<file path="config.mk">
export PLATFORM = sky130hd
export DESIGN_NAME = multicycle_control_unit_flat
export DESIGN_NICKNAME = d
export VERILOG_FILES = /design/src/rtl/rv32_ctrl_pkg.sv /design/src/rtl/multicycle_control_unit_if.sv /design/src/rtl/ctrl_output_decode.sv /design/src/rtl/multicycle_control_unit.sv /design/src/flat_wrapper.sv
export SDC_FILE = /design/constraint.sdc
export NUM_CORES = 1
export LEC_CHECK = 0
export CORE_MARGIN = 1
export CORE_UTILIZATION = 30
export CTS_CLUSTER_SIZE = 16
export DETAILED_ROUTE_END_ITERATION = 7
export MAX_ROUTING_LAYER = met4
export SETUP_SLACK_MARGIN = 0.2
export SLEW_MARGIN = 0
export SYNTH_ARGS = -nofsm -noshare
export SYNTH_HDL_FRONTEND = slang
export SYNTH_HIERARCHICAL = 1
export SYNTH_SLANG_ARGS = --single-unit
</file>
<file path="constraint.sdc">
create_clock -name clk -period 4.15 [get_ports clk]
set_input_delay 0.83 -clock clk [delete_from_list [all_inputs] [get_ports clk]]
set_output_delay 0.83 -clock clk [all_outputs]
set_load 0.005 [all_outputs]
</file>
<file path="src/rtl/rv32_ctrl_pkg.sv">
// Shared constants for the RV32I multi-cycle control unit: opcodes, state
// codes, datapath select encodings and the packed control vector.
package rv32_ctrl_pkg;

  // Major opcodes (IR[6:0])
  localparam logic [6:0] OP_R      = 7'b0110011;
  localparam logic [6:0] OP_I_ALU  = 7'b0010011;
  localparam logic [6:0] OP_LOAD   = 7'b0000011;
  localparam logic [6:0] OP_STORE  = 7'b0100011;
  localparam logic [6:0] OP_BRANCH = 7'b1100011;
  localparam logic [6:0] OP_JAL    = 7'b1101111;
  localparam logic [6:0] OP_JALR   = 7'b1100111;
  localparam logic [6:0] OP_LUI    = 7'b0110111;
  localparam logic [6:0] OP_AUIPC  = 7'b0010111;
  localparam logic [6:0] OP_ECALL  = 7'b1110011;

  // FSM state codes
  localparam logic [2:0] S_IF   = 3'd0;
  localparam logic [2:0] S_ID   = 3'd1;
  localparam logic [2:0] S_EX   = 3'd2;
  localparam logic [2:0] S_MEM  = 3'd3;
  localparam logic [2:0] S_WB   = 3'd4;
  localparam logic [2:0] S_HALT = 3'd5;

  // Datapath select encodings
  localparam logic [1:0] ALU_SRC_B_RS2  = 2'd0;
  localparam logic [1:0] ALU_SRC_B_FOUR = 2'd1;
  localparam logic [1:0] ALU_SRC_B_IMM  = 2'd2;

  localparam logic [1:0] ALU_OP_ADD    = 2'd0;
  localparam logic [1:0] ALU_OP_BRANCH = 2'd1;
  localparam logic [1:0] ALU_OP_FUNCT  = 2'd2;

  localparam logic [1:0] MEM_TO_REG_ALU = 2'd0;
  localparam logic [1:0] MEM_TO_REG_MDR = 2'd1;
  localparam logic [1:0] MEM_TO_REG_PC4 = 2'd2;

  // Everything the decoder drives in one cycle
  typedef struct packed {
    logic       mem_req;
    logic       mem_read;
    logic       mem_write;
    logic       i_or_d;
    logic       ir_write;
    logic       pc_write;
    logic       pc_source;
    logic       alu_src_a;
    logic [1:0] alu_src_b;
    logic [1:0] alu_op;
    logic       reg_write;
    logic [1:0] mem_to_reg;
    logic       halted;
  } ctrl_t;

  // ECALL is the SYSTEM opcode with funct3 == 0; CSR forms are not handled.
  function automatic logic is_ecall(input logic [6:0] op, input logic [2:0] f3);
    return (op == OP_ECALL) && (f3 == 3'b000);
  endfunction

  // Opcodes that proceed from ID into EX; anything else is retired as a NOP.
  function automatic logic needs_ex(input logic [6:0] op);
    return (op == OP_R)      || (op == OP_I_ALU) || (op == OP_LOAD) ||
           (op == OP_STORE)  || (op == OP_BRANCH) || (op == OP_JAL) ||
           (op == OP_JALR)   || (op == OP_LUI)   || (op == OP_AUIPC);
  endfunction

endpackage

</file>
<file path="src/rtl/multicycle_control_unit_if.sv">
// Shared memory-port handshake: the control unit requests, memory answers
// with mem_ready in the cycle the access completes.
interface multicycle_control_unit_if;
  logic mem_req;
  logic mem_read;
  logic mem_write;
  logic i_or_d;
  logic mem_ready;

  modport master (output mem_req, mem_read, mem_write, i_or_d, input mem_ready);
  modport slave  (input mem_req, mem_read, mem_write, i_or_d, output mem_ready);
endinterface

</file>
<file path="src/rtl/ctrl_output_decode.sv">
// Combinational state + opcode -> control vector. Moore outputs, except the
// IF fetch strobes (gated by mem_ready) and the taken-branch PC update.
module ctrl_output_decode
  import rv32_ctrl_pkg::*;
(
  input  logic       active,     // low while reset is asserted: all outputs forced off
  input  logic [2:0] state,
  input  logic [6:0] opcode,
  input  logic       mem_ready,
  input  logic       alu_bcond,
  output ctrl_t      ctrl
);

  // Control vector for the current state
  always_comb begin
    // NOTE: every field defaults to 0 first, so no path leaves ctrl unassigned (no latch).
    ctrl = '0;
    if (active) begin
      case (state)
        S_IF: begin
          ctrl.mem_req   = 1'b1;
          ctrl.mem_read  = 1'b1;
          ctrl.alu_src_b = ALU_SRC_B_FOUR;        // PC + 4
          ctrl.ir_write  = mem_ready;
          ctrl.pc_write  = mem_ready;             // pc_source stays 0: ALU result
        end
        S_ID: begin
          ctrl.alu_src_b = ALU_SRC_B_IMM;         // PC + imm -> ALUOut as jump/branch target
        end
        S_EX: begin
          case (opcode)
            OP_R: begin
              ctrl.alu_src_a = 1'b1;
              ctrl.alu_src_b = ALU_SRC_B_RS2;
              ctrl.alu_op    = ALU_OP_FUNCT;
            end
            OP_I_ALU: begin
              ctrl.alu_src_a = 1'b1;
              ctrl.alu_src_b = ALU_SRC_B_IMM;
              ctrl.alu_op    = ALU_OP_FUNCT;
            end
            // LUI: the rs1 port reads x0, so rs1 + imm is the upper immediate.
            OP_LOAD, OP_STORE, OP_LUI: begin
              ctrl.alu_src_a = 1'b1;
              ctrl.alu_src_b = ALU_SRC_B_IMM;
            end
            OP_AUIPC: begin
              ctrl.alu_src_b = ALU_SRC_B_IMM;
            end
            OP_BRANCH: begin
              ctrl.alu_src_a = 1'b1;
              ctrl.alu_src_b = ALU_SRC_B_RS2;
              ctrl.alu_op    = ALU_OP_BRANCH;
              ctrl.pc_write  = alu_bcond;
              ctrl.pc_source = alu_bcond;         // target already sits in ALUOut
            end
            OP_JAL: begin
              ctrl.pc_write  = 1'b1;
              ctrl.pc_source = 1'b1;
            end
            OP_JALR: begin
              ctrl.alu_src_a = 1'b1;
              ctrl.alu_src_b = ALU_SRC_B_IMM;
              ctrl.pc_write  = 1'b1;              // rs1 + imm straight from the ALU
            end
            default: ;
          endcase
        end
        S_MEM: begin
          ctrl.mem_req   = 1'b1;
          ctrl.i_or_d    = 1'b1;
          ctrl.mem_read  = (opcode == OP_LOAD);
          ctrl.mem_write = (opcode == OP_STORE);
        end
        S_WB: begin
          ctrl.reg_write = 1'b1;
          if (opcode == OP_LOAD)
            ctrl.mem_to_reg = MEM_TO_REG_MDR;
          else if ((opcode == OP_JAL) || (opcode == OP_JALR))
            ctrl.mem_to_reg = MEM_TO_REG_PC4;
          else
            ctrl.mem_to_reg = MEM_TO_REG_ALU;
        end
        S_HALT: begin
          ctrl.halted = 1'b1;
        end
        default: ;
      endcase
    end
  end

endmodule

</file>
<file path="src/rtl/multicycle_control_unit.sv">
// RV32I multi-cycle control FSM: state register, memory wait counter with
// timeout, sticky error flag. Output decoding lives in ctrl_output_decode.
module multicycle_control_unit
  import rv32_ctrl_pkg::*;
#(
  parameter int unsigned MEM_TIMEOUT = 255,   // 0 disables the timeout
  parameter logic [2:0]  RESET_STATE = S_IF
) (
  input  logic                              clk,
  input  logic                              reset_n,
  input  logic [6:0]                        opcode,
  input  logic [2:0]                        funct3,
  input  logic                              is_halt_cond,
  input  logic                              alu_bcond,
  multicycle_control_unit_if.master         mem,
  output logic                              ir_write,
  output logic                              pc_write,
  output logic                              pc_source,
  output logic                              alu_src_a,
  output logic [1:0]                        alu_src_b,
  output logic [1:0]                        alu_op,
  output logic                              reg_write,
  output logic [1:0]                        mem_to_reg,
  output logic                              halted,
  output logic                              mem_err
);

  localparam int CNT_W = (MEM_TIMEOUT < 2) ? 1 : $clog2(MEM_TIMEOUT + 1);

  logic [2:0]       state;
  logic [2:0]       state_next;
  logic [CNT_W-1:0] wait_cnt;
  logic             waiting;
  logic             timeout;
  ctrl_t            ctrl;

  ctrl_output_decode u_decode (
    .active    (reset_n),
    .state     (state),
    .opcode    (opcode),
    .mem_ready (mem.mem_ready),
    .alu_bcond (alu_bcond),
    .ctrl      (ctrl)
  );

  // A ready arriving on the last allowed cycle wins: waiting is already false.
  assign waiting = ctrl.mem_req && !mem.mem_ready;
  assign timeout = (MEM_TIMEOUT != 0) && waiting &&
                   (wait_cnt == CNT_W'(MEM_TIMEOUT - 1));

  // Instruction sequencing; a memory timeout overrides everything
  always_comb begin
    state_next = state;
    case (state)
      S_IF:  if (mem.mem_ready) state_next = S_ID;
      S_ID: begin
        if (is_ecall(opcode, funct3))
          state_next = is_halt_cond ? S_HALT : S_IF;
        else if (needs_ex(opcode))
          state_next = S_EX;
        else
          state_next = S_IF;
      end
      S_EX: begin
        case (opcode)
          OP_LOAD, OP_STORE:                 state_next = S_MEM;
          OP_R, OP_I_ALU, OP_LUI, OP_AUIPC,
          OP_JAL, OP_JALR:                   state_next = S_WB;
          default:                           state_next = S_IF;   // branch
        endcase
      end
      S_MEM: if (mem.mem_ready) state_next = (opcode == OP_LOAD) ? S_WB : S_IF;
      S_WB:   state_next = S_IF;
      S_HALT: state_next = S_HALT;
      default: state_next = S_IF;
    endcase
    if (timeout) state_next = S_HALT;
  end

  // State register
  always_ff @(posedge clk or negedge reset_n) begin
    // NOTE: non-blocking assignments so every flop samples pre-edge values.
    if (!reset_n) state <= RESET_STATE;
    else          state <= state_next;
  end

  // Wait counter: counts stalled memory cycles, clears on ready or state change
  always_ff @(posedge clk or negedge reset_n) begin
    if (!reset_n)
      wait_cnt <= '0;
    else if ((MEM_TIMEOUT != 0) && waiting && (state_next == state))
      wait_cnt <= wait_cnt + 1'b1;
    else
      wait_cnt <= '0;
  end

  // Sticky memory-timeout flag
  always_ff @(posedge clk or negedge reset_n) begin
    if (!reset_n)     mem_err <= 1'b0;
    else if (timeout) mem_err <= 1'b1;
  end

  assign mem.mem_req   = ctrl.mem_req;
  assign mem.mem_read  = ctrl.mem_read;
  assign mem.mem_write = ctrl.mem_write;
  assign mem.i_or_d    = ctrl.i_or_d;
  assign ir_write      = ctrl.ir_write;
  assign pc_write      = ctrl.pc_write;
  assign pc_source     = ctrl.pc_source;
  assign alu_src_a     = ctrl.alu_src_a;
  assign alu_src_b     = ctrl.alu_src_b;
  assign alu_op        = ctrl.alu_op;
  assign reg_write     = ctrl.reg_write;
  assign mem_to_reg    = ctrl.mem_to_reg;
  assign halted        = ctrl.halted;

endmodule

</file>
<file path="src/flat_wrapper.sv">
// flat-port wrapper written by rule: the top's interface ports become plain ports
module multicycle_control_unit_flat import rv32_ctrl_pkg::*;
#(
  parameter int unsigned MEM_TIMEOUT = 255,                            
  parameter logic [2:0]  RESET_STATE = S_IF
)
  (clk, reset_n, opcode, funct3, is_halt_cond, alu_bcond, ir_write, pc_write, pc_source, alu_src_a, alu_src_b, alu_op, reg_write, mem_to_reg, halted, mem_err, mem_mem_req, mem_mem_read, mem_mem_write, mem_i_or_d, mem_mem_ready);
  multicycle_control_unit_if mem_i ();
  input  logic clk;
  input  logic reset_n;
  input  logic [6:0] opcode;
  input  logic [2:0] funct3;
  input  logic is_halt_cond;
  input  logic alu_bcond;
  output logic ir_write;
  output logic pc_write;
  output logic pc_source;
  output logic alu_src_a;
  output logic [1:0] alu_src_b;
  output logic [1:0] alu_op;
  output logic reg_write;
  output logic [1:0] mem_to_reg;
  output logic halted;
  output logic mem_err;
  output wire logic [$bits(mem_i.mem_req)-1:0] mem_mem_req;
  output wire logic [$bits(mem_i.mem_read)-1:0] mem_mem_read;
  output wire logic [$bits(mem_i.mem_write)-1:0] mem_mem_write;
  output wire logic [$bits(mem_i.i_or_d)-1:0] mem_i_or_d;
  input wire logic [$bits(mem_i.mem_ready)-1:0] mem_mem_ready;
  assign mem_mem_req = mem_i.mem_req;
  assign mem_mem_read = mem_i.mem_read;
  assign mem_mem_write = mem_i.mem_write;
  assign mem_i_or_d = mem_i.i_or_d;
  assign mem_i.mem_ready = mem_mem_ready;
  multicycle_control_unit #(.MEM_TIMEOUT(MEM_TIMEOUT), .RESET_STATE(RESET_STATE)) u_core (.clk(clk), .reset_n(reset_n), .opcode(opcode), .funct3(funct3), .is_halt_cond(is_halt_cond), .alu_bcond(alu_bcond), .mem(mem_i), .ir_write(ir_write), .pc_write(pc_write), .pc_source(pc_source), .alu_src_a(alu_src_a), .alu_src_b(alu_src_b), .alu_op(alu_op), .reg_write(reg_write), .mem_to_reg(mem_to_reg), .halted(halted), .mem_err(mem_err));
endmodule
</file>
Word level (Yosys, flattened, before mapping)
Cells that the tools add are included.

storage, ports and cells
  register bits after elaboration = 12
  bits of input ports = 15
  output and inout port bits = 17

operators by class
  $add $sub $neg = 1
  equality and inequality tests = 17
  multiplexer cells = 27
  reductions and logical operators = 22

operator list
  cell                 number
  $eq 7x7->1 const B   4
  $eq 7x6->1 const B   3
  $mux 3               7
  $mux 16              1
  $pmux 3 s5           1
  $eq 7x5->1 const B   2
  $mux 2               7
  $reduce_or 6->1      2
  $logic_or 1x1->1     9
  $add 8x1->8 const B  1
  $eq 8x8->1 const B   1
  $mux 8               1
  $pmux 2 s2           2
  $eq 7x2->1 const B   1
  $reduce_or 7->1      1
  $eq 3x2->1 const B   2
  $eq 3x3->1 const B   2
  $logic_not 3->1      2
  $pmux 1 s2           3
  $pmux 2 s3           1
  $pmux 3 s2           1
  $reduce_or 2->1      3
  $logic_and 1x1->1    4
  $eq 3x1->1 const B   1
  other kinds (3)      5

Longest topological paths before layout
Gate-level depths: netlist of the first run.

  depth in word-level cells = 16
  depth in mapped cells = 7
  gate-level depth less buffers = 7

Hierarchy
Netlist of the first run, hierarchy kept.

modules (own cells, without submodules)
  module                   times used  cells an instance  area an instance (um^2)  seq. area each (um^2)
  multicycle_control_unit  1           88                 843.3                    300.3
  ctrl_output_decode       1           44                 266.5                    0.0

Worst setup path before layout of the first run
No wires, ideal clock.

  kind = input to register
  start = input port reset_n
  end = register u_core.wait_cnt[2]
  library setup time = 0.149 ns
  arrival = 2.313 ns
  path slack = 1.688 ns
  stages on the path = 7
  path buffers = 0
  cell sequence = nand2b_1 a21oi_1 or2b_2 and3b_4 a211oi_1 o221ai_1 nor4_1

between the ends
  longest elaborated chain between the ends = 7

ends and longest elaborated chain
  what                    RTL line                       text
  start: declaration      flat_wrapper.sv:10             input logic reset_n;
  $mux 16 (*)             ctrl_output_decode.sv:18       if (active) begin
  net mem_mem_req         flat_wrapper.sv:25             output wire logic [$bits(mem_i.mem_req)-1:0] mem_mem_req;
  $logic_and 1x1->1 (*)   multicycle_control_unit.sv:47  assign waiting = ctrl.mem_req && !mem.mem_ready;
  $logic_and 1x1->1       multicycle_control_unit.sv:48  assign timeout = (MEM_TIMEOUT != 0) && waiting &&
  $mux 3                  multicycle_control_unit.sv:77  if (timeout) state_next = S_HALT;
  $eq 3x3->1              multicycle_control_unit.sv:91  else if ((MEM_TIMEOUT != 0) && waiting && (state_next == state))
  $logic_and 1x1->1 (*)   multicycle_control_unit.sv:91
  $mux 8 (*)              multicycle_control_unit.sv:91
  end signal: assignment  multicycle_control_unit.sv:92  wait_cnt <= wait_cnt + 1'b1;
  end: declaration        multicycle_control_unit.sv:32  logic [CNT_W-1:0] wait_cnt;

Mark *: on every way through the listed nets, which the timed path passes. The rest lies on a longest branch.
A chain may end at the register's enable or synchronous reset.

Final worst setup path of the first run
  start = input port opcode[4]
  end = output port alu_op[0]

between the ends
  longest elaborated chain between the ends = 5
  elaborated cells between the ends (all ways) = 7
  classes of those cells = 3 x eq/ne; 3 x mux; 1 x reduce/logical

ends and longest elaborated chain
  what                                             RTL line                  text
  start: declaration                               flat_wrapper.sv:11        input logic [6:0] opcode;
  $eq 7x5->1 / $eq 7x6->1 (equally long branches)  ctrl_output_decode.sv:31  case (opcode)
  $reduce_or 2->1 (no line)                        -
  $pmux 2 s2 (*)                                   ctrl_output_decode.sv:31
  $mux 2 (*)                                       ctrl_output_decode.sv:19  case (state)
  $mux 16 (*)                                      ctrl_output_decode.sv:18
  end: declaration                                 flat_wrapper.sv:20        output logic [1:0] alu_op;

Mark *: on every way between the ends. The rest lies on a longest branch, timed or not.

==> metrics.txt, run 1 <==
P&R area growth vs syn=36.1%; pin count of the biggest net entering global routing=18; clk buf depth=2; number of max-cap violations=0; initial antenna violation count=0; vias per cell=5.38; endpoint class of the critical path=primary output; Worst slew margin=0.542; Crit path required time=3320 ps; Initial Utilization=0.322; core area=0.00344 mm²; status=finished clean; Syn Inst Count=132; Routed WL=~2900 µm; GRT overflow=0; Worst VDD drop=0.000150 V; ys async rst share=1.00; Post CTS Setup Buffer Count=0; hold_buf cts=0; Pre-Repair DR Iteration Count=4; max-slew violation count=0; Combinational Power Share=0.236; number of synthesized flops with an enable pin=0; nets@finish=184; top_reg_cell synth=dfrtp_1; WL/cell=13.6 µm; Arr. time, crit path=2650 ps; vias after detailed routing=1136; WHS=472 ps; layout cell share with drive strength beyond 1=0.0970; drc violations=0; CTS tree=done; worst-margin pin slew=687 ps; DIE HEIGHT=approximately 63 µm; cts bufs inserted=3; Clock Skew=3.86 ps; #FFs+latches synth=12; CTS H-tree depth=1; CP Class=primary input to primary output; period utilisation layout=0.838; RSZ-0062 raised after global routing=no; final setup fails=0; sw power=0.0000766 W; Reg clk slew, reported paths=40 ps; internal power=0.000218 W; clk sink count=12; setup TNS after final layout=0 ps; Hold Fails Final Rpt=0; Leak=0.598 nW; first-pass GRT wire length=4800 µm; switching share of power=0.260; post-cts gate resize count=0; Clk Latency, worst-skew pair=240 ps; remaining antenna violation count after routing=0; Reg power frac=0.422; number of synthesis warnings=6; Clk network pwr share=0.342; CP Launch Type=primary input; clock root buffer=clkbuf_8; min Tclk post-route=3480 ps; Rows=21; Mean Syn Cell Area=8.41 µm²; n_diodes=0; die area=slightly below 0.004 mm²; input/output buffers=31; Netlist cell types=53; # IOs=32; Final HPWL DP=2270 µm; Max Fclk=288 MHz; initial drt markers=58; Hold Crit Class=register to register; Post-Syn Area=0.00111 mm²; Max FO, Critical Path=14; syn_nets=149; Die Width=62.8 µm; power per cell area=195 mW/mm²; sequential area share after synthesis=0.271; GRT Total Usage=0.154; gpl congestion=0.822; vias in the first global route=roughly 1100
[kinds of logic (layout without fill, tap and decap cells)]
family                     after synthesis  after routing  share of synthesized area
and+or+nand+nor                         81             81                      0.459
AOI/OAI and AO/OA                       24             24                      0.165
DFF                                     12             12                      0.271
xor gates and xnor gates                 7              7                     0.0552
buffers and inverters                    6             39                     0.0282
adders and majority gates                2              2                     0.0225
[layout make-up]
type                            count  area, µm²
Sequential cell                    12        300
Fill cell                         353       1930
Multi-Input combinational cell    114        778
Inverter                            4       15.0
Tap cell                           46       57.6
Timing Repair Buffer               32        318
Clock buffer                        3       41.3
[sequential cells by signal (all words and copies together), names as in the netlist]
| signal | count |
|---|---|
| u_core/wait_cnt | 8 |
| u_core/mem_err | 1 |
| u_core/state | 3 |
[power groups by stage]
stage / clock network [W] / logic (W) / registers, W
finish: 0.000101 / 0.0000697 / 0.000124
global route: 0.000109 / 0.0000769 / 0.000125
CTS: 0.000105 / 0.0000700 / 0.000124
detailed placement: 0 / 0.0000697 / 0.000126
global placement: 0 / 0.0000689 / 0.000126
floorplan: 0 / 0.0000350 / 0.000123
[synth_stat cells, types with 2 or more instances]
library cell / instances / area (µm²)
a21oi_1: 7 / 35.0
and3_1: 6 / 37.5
and3b_1: 2 / 17.5
and4_1: 2 / 17.5
dfrtp_1: 12 / 300
ha_1: 2 / 25.0
inv_1: 4 / 15.0
nand2_1: 8 / 30.0
nand2b_1: 6 / 37.5
nand3_1: 5 / 25.0
nand4_1: 2 / 12.5
nor2_1: 12 / 45.0
nor2b_1: 4 / 25.0
nor3_1: 6 / 30.0
nor4_1: 9 / 56.3
o21bai_1: 2 / 15.0
or2b_2: 2 / 17.5
xor2_1: 6 / 52.6
[critical path, cell delays in order]
cell,delay [ps]
clkdlybuf4s50_1,610
and3b_1,340
nand4_1,170
nor3_1,170
clkdlybuf4s50_1,520
[cell usage in the layout, fill, tap and decap left out, drive strengths merged, types with 2 or more instances in the layout]
master and instances:
nor4 9, nand2 8, or2b 3, and4 3, ha 2, or2 2, o21bai 3, inv 4
and4bb 2, and3b 3, nor2b 4, clkbuf 3, nand4 2, nor3 6, nor2 12, a31o 2
nand2b 6, clkdlybuf4s50 31, a221oi 2, dfrtp 12, a21oi 7, xor2 6, nand3 5, and3 7
[metal layers]
layer	routed length, µm	global-route usage	share of wire	vias up
met1	1330	0.175	0.46	530
met5	0	-	0	-
met3	112	0.0182	0.039	3
met4	43	0.0610	0.015	0
met2	1380	0.272	0.48	30
li1	-	-	-	573
[path summary, 6_finish.rpt]
kind | start | end | slack [ps] | cells after the start
max in group asynchronous | reset_n | u_core/state[0] | 2960 | 2
max | opcode[4] | alu_op[0] | 670 | 5
min | u_core/mem_err | u_core/mem_err | 470 | 1
min reg2reg | u_core/mem_err | u_core/mem_err | 470 | 1
min in group asynchronous | reset_n | u_core/wait_cnt[1] | 1040 | 2
max reg2reg | u_core/state[0] | u_core/wait_cnt[7] | 1470 | 7
[per-stage QoR]
step,std cells,area [µm²],util,power (W),setup slack (ps)
2_1_floorplan,132,1110,-,0.000158,1690
3_3_place_gp,208,1470,0.427,0.000195,706
3_5_place_dp,208,1470,0.427,0.000196,666
4_1_cts,211,1510,0.439,0.000299,668
5_1_grt,211,1510,0.439,0.000311,521
6_report,211,1510,0.439,0.000295,674
Note: power is estimated with default switching activity, not from simulation.
==> run 2, diff against run 1 <==
- clock period: 4.15 -> 2.8 ns (I/O delays scaled with it)
==> metrics.txt, run 2 (synthesis gave the netlist of run 1 again) <==
Register-to-Register Path Depth=8 (was 7); die area=0.00395 mm² (unchanged); CP Launch Type=primary input (unchanged); clk sink count=12 (unchanged); Largest stage delay, worst path=530 ps (was 610 ps); gpl congestion=0.775 (was 0.822); n_diodes=0 (unchanged); RSZ-0062 raised after global routing=yes (was no); Max Fclk=397 MHz; vias after detailed routing=1244 (was 1136); power per cell area=271 mW/mm² (was 195 mW/mm²); Clk Latency, worst-skew pair=230 ps (was 240 ps); GRT Total Usage=0.168 (was 0.154); Worst slew margin=0.709 (was 0.542); CTS tree=done (unchanged); Crit path buffers/inverters=2 (unchanged); DIE HEIGHT=62.8 µm (unchanged); total power=0.000462 W (was 0.000295 W); number of max-cap violations=0 (unchanged); GRT overflow=0 (unchanged); pin count of the biggest net entering global routing=13 (was 18); status=finished clean (unchanged); nets@finish=208 (was 184); Final HPWL DP=2470 µm (was 2270 µm); Routed WL=3130 µm (was 2860 µm); Reg clk slew, reported paths=50 ps (was 40 ps); core area=0.00344 mm² (unchanged); CP Class=primary input to primary output (unchanged); Crit path required time=2240 ps (was 3320 ps); max-slew violation count=0 (unchanged); setup TNS after final layout=0 ps (unchanged); Hold Fails Final Rpt=0 (unchanged); initial antenna violation count=0 (unchanged); cts bufs inserted=3 (unchanged); clk buf depth=2 (unchanged); max reg flops=8 (unchanged); most common cell after layout, fill and taps aside=buf_4 (was clkdlybuf4s50_1); drc violations=0 (unchanged); vias in the first global route=1208 (was 1066); Cell Chain, Critical Path=dlygate4sd2_1, and4bb_1, nand3_1, nor3_1, clkdlybuf4s50_1 (was clkdlybuf4s50_1, and3b_1, nand4_1, nor3_1, clkdlybuf4s50_1); remaining antenna violation count after routing=0 (unchanged); Clock Skew=2.52 ps (was 3.86 ps); P&R area growth vs syn=53.8% (was 36.1%); Initial Utilization=0.322 (unchanged); Die Width=62.8 µm (unchanged); Pre-Repair DR Iteration Count=4 (unchanged); Largest regs=u_core/wait_cnt (8), u_core/state (3), u_core/mem_err (1) (unchanged); clock root buffer=clkbuf_8 (unchanged); initial drt markers=66 (was 58); worst-margin pin slew=434 ps (was 687 ps); Worst path depth=5 (unchanged); Worst VDD drop=0.000257 V (was 0.000150 V); Leak=0.769 nW (was 0.598 nW); layout cell share with drive strength beyond 1=0.254 (was 0.0970); min Tclk post-route=2520 ps; cell family with most CP delay=buffers and inverters (unchanged); hold_buf cts=0 (unchanged); Max FO, Critical Path=3 (was 14); endpoint class of the critical path=primary output (unchanged); final setup fails=0 (unchanged); CTS H-tree depth=1 (unchanged); vias per cell=5.29 (was 5.38); input/output buffers=31 (unchanged); # IOs=32 (unchanged); Rows=21 (unchanged); first-pass GRT wire length=5310 µm (was 4800 µm); commonest cells after routing, fill and taps aside=25 x buf_4, 18 x clkdlybuf4s50_1, 10 x dlygate4sd2_1, 10 x nor2_1, 10 x dfrtp_1 (was 31 x clkdlybuf4s50_1, 12 x nor2_1, 12 x dfrtp_1); CP max-delay cell=clkdlybuf4s50_1 (unchanged); Most flops, register=u_core/wait_cnt (unchanged); Arr. time, crit path=1960 ps (was 2650 ps); period utilisation layout=0.899; WL/cell=13.3 µm (was 13.6 µm); Fillers=345 (was 353); Hold Crit Class=primary input to async pin (was register to register)
## run 2: changes by cell type in the layout (fill, tap and decap cells not counted), moves of 2 or more
cell / previous run / this run
dfrtp_2: 0 / 2
buf_4: 1 / 25
clkdlybuf4s50_1: 31 / 18
nor2_2: 0 / 2
dfrtp_1: 12 / 10
dlygate4sd2_1: 0 / 10
dlymetal6s2s_1: 0 / 2
nor2_1: 12 / 10
## run 2: cell type report
type	instances	area, µm²	area share
inverters	4	15.0	0.00880
flip-flops and latches	12	303	0.177
multi-input cells	114	805	0.471
repair buffers	56	485	0.284
well taps	46	57.6	0.0337
clock buffers	3	41.3	0.0242
## run 2: what timing repair did
action / 4_1_cts / 5_1_grt
resized for setup: 16 / 8
pin swaps: 3 / 1
setup buffers: 4 / 0
endpoints found under the setup margin: 16 / 6
## run 2: worst paths after layout
| kind | startpoint | end | slack [ps] |
|---|---|---|---|
| min in group clk | u_core/mem_err | u_core/mem_err | 470 |
| worst max register to register | u_core/state[1] | u_core/wait_cnt[5] | 500 |
| worst max-delay path | reset_n | alu_src_a | 280 |
| worst min-delay path | reset_n | u_core/state[1] | 460 |
| max in group asynchronous | reset_n | u_core/state[2] | 2170 |
| worst min register to register | u_core/mem_err | u_core/mem_err | 470 |
## run 2: where the power goes
part	switching [W]	leakage, nW	internal, W
registers	0.00000532	0.163	0.000176
logic	0.0000601	0.585	0.0000721
clock network	0.0000545	0.0216	0.0000940
## run 2: through the flow
stage	hold WS [ps]	utilization	worst slack [ps]	cells	cell area [µm²]
2_1_floorplan	264	-	550	132	1110
3_3_place_gp	454	0.470	-33.2	228	1620
3_5_place_dp	465	0.470	-54.0	228	1620
4_1_cts	453	0.494	217	235	1700
5_1_grt	476	0.496	167	235	1710
6_report	460	0.496	283	235	1710
## run 2: layer usage
layer / track usage / wire, µm
met1: 0.181 / 1320
met3: 0.0219 / 150
met5: - / 0
met4: 0.0349 / 6
met2: 0.322 / 1650
==> run 3, diff against run 2 <==
- CTS_BUF_LIST: unset -> sky130_fd_sc_hd__clkbuf_4 sky130_fd_sc_hd__clkbuf_8 sky130_fd_sc_hd__clkbuf_16
- GPL_TIMING_DRIVEN: unset -> 0
==> metrics.txt, run 3 (synthesis gave the netlist of run 1 again) <==
status=finished clean (unchanged); pin count of the biggest net entering global routing=17 (was 13); CTS tree=done (unchanged); die area=0.00395 mm² (unchanged); min Tclk post-route=2540 ps (was 2520 ps); endpoint class of the critical path=primary output (unchanged); Clk Latency, worst-skew pair=240 ps (was 230 ps); n_diodes=0 (unchanged); Max FO, Critical Path=8 (was 3); Reg clk slew, reported paths=50 ps (about the same); cts bufs inserted=3 (unchanged); first-pass GRT wire length=4940 µm (was 5310 µm); drc violations=0 (unchanged); power per cell area=303 mW/mm² (was 271 mW/mm²); Most flops, register=u_core/wait_cnt (unchanged); Arr. time, crit path=1980 ps (was 1960 ps); WL/cell=14.2 µm (was 13.3 µm); clk buf depth=2 (unchanged); commonest cells after routing, fill and taps aside=21 x clkdlybuf4s50_1, 11 x nor2_1, 9 x nor4_1, 9 x dfrtp_1, 8 x nand2_1 (was 25 x buf_4, 18 x clkdlybuf4s50_1, 10 x dlygate4sd2_1, 10 x nor2_1, 10 x dfrtp_1); worst-margin pin slew=490 ps (was 434 ps); remaining antenna violation count after routing=0 (unchanged); max reg flops=8 (unchanged); GRT Total Usage=0.156 (was 0.168); Routed WL=3100 µm (was 3130 µm); Rows=21 (unchanged); period utilisation layout=0.907 (was 0.899); Die Width=62.8 µm (unchanged); clk sink count=12 (unchanged); core area=0.00344 mm² (unchanged); P&R area growth vs syn=43.7% (was 53.8%); final setup fails=0 (unchanged); max-slew violation count=0 (unchanged); GRT overflow=0 (unchanged); hold_buf cts=0 (unchanged); WHS=123 ps (was 460 ps); CP Launch Type=register (was primary input); initial drt markers=103 (was 66); Crit path required time=2240 ps (about the same); Final HPWL DP=2340 µm (was 2470 µm); initial antenna violation count=0 (unchanged); Place WS=-865 ps (was -54.0 ps); Max Fclk=394 MHz (was 397 MHz); layout cell share with drive strength beyond 1=0.214 (was 0.254); CP Class=register to primary output (was primary input to primary output); Hold Crit Class=primary input to async pin (unchanged); vias per cell=5.50 (was 5.29); vias in the first global route=1098 (was 1208); Pre-Repair DR Iteration Count=4 (unchanged); placed cell count=209 (was 228); input/output buffers=31 (unchanged); total power=0.000483 W (was 0.000462 W); Worst VDD drop=0.000260 V (was 0.000257 V); most common cell after layout, fill and taps aside=clkdlybuf4s50_1 (was buf_4); nets@finish=191 (was 208); Hold Fails Final Rpt=0 (unchanged); Initial Utilization=0.322 (unchanged); DIE HEIGHT=62.8 µm (unchanged); gpl congestion=0.803 (was 0.775); Largest regs=u_core/wait_cnt (8), u_core/state (3), u_core/mem_err (1) (unchanged); RSZ-0062 raised after global routing=yes (unchanged); Layout Cells excl Fill=219 (was 235); Clock Skew=2.86 ps (was 2.52 ps); CTS H-tree depth=1 (unchanged); Setup WS post-layout=262 ps (was 283 ps); clock root buffer=clkbuf_8 (unchanged); Leak=0.684 nW (was 0.769 nW); # IOs=32 (unchanged); vias after detailed routing=1205 (was 1244); Worst slew margin=0.665 (was 0.709); number of max-cap violations=0 (unchanged)
-- run 3: cell types whose count changed in the layout (fill, tap and decap cells not counted), moves of 3 or more --
cell / delta
clkdlybuf4s50_1: +3
buf_6: +3
dlygate4sd2_1: -6
buf_2: +3
buf_4: -19
-- run 3: worst max-delay path, cell delays in order (launching register included) --
cell and delay, ps:
dfrtp_2 460, and4bb_1 320, nand3_1 120, o32ai_1 290, clkdlybuf4s50_1 550
-- run 3: timing repair --
action                                 4_1_cts  5_1_grt
pin swaps                                    1        4
resized for setup                           26       13
setup endpoints to repair                   25       16
cloned                                       0        0
setup buffers                                0        6
endpoints found under the hold margin        0        0
-- run 3: report_power, final --
part	internal, W	leakage, nW	total (W)	switching (W)
sequential	0.000176	0.161	0.000180	0.00000406
combinational	0.0000582	0.494	0.000116	0.0000580
clock	0.000124	0.0288	0.000187	0.0000626
total	0.000359	0.684	0.000483	0.000125
-- run 3: area by class of cell --
class                   instances  area (µm²)
fillers                       359        1850
multi-input cells             114         800
repair buffers                 37         342
flip-flops and latches         12         304
well taps                      46        57.6
clock buffers                   4        55.1
plain buffers                   2        22.5
inverters                       4        15.0
-- run 3: per-stage QoR --
step | util | cell area [µm²] | setup TNS (ps)
2_1_floorplan | - | 1110 | 0
3_3_place_gp | 0.429 | 1480 | -10400
3_5_place_dp | 0.429 | 1480 | -11560
4_1_cts | 0.450 | 1550 | 0
5_1_grt | 0.463 | 1600 | 0
6_report | 0.463 | 1600 | 0
-- run 3: final timing paths --
kind / cells after the start / slack, ps / start / to
max in group asynchronous: 1 / 2520 / reset_n / u_core/state[1]
min reg2reg: 1 / 470 / u_core/mem_err / u_core/mem_err
min: 1 / 120 / reset_n / u_core/wait_cnt[2]
max reg2reg: 7 / 420 / u_core/state[1] / u_core/wait_cnt[3]
min in group clk: 1 / 470 / u_core/mem_err / u_core/mem_err
max: 4 / 260 / u_core/state[2] / alu_src_b[1]
-- run 3: routing by layer --
| metal | share of wire | vias to the layer above | GRT usage |
|---|---|---|---|
| met5 | 0 | - | - |
| met4 | 0.0097 | 0 | 0.0436 |
| met3 | 0.042 | 3 | 0.0237 |
| met2 | 0.50 | 30 | 0.289 |
| met1 | 0.45 | 583 | 0.171 |
| li1 | - | 589 | - |
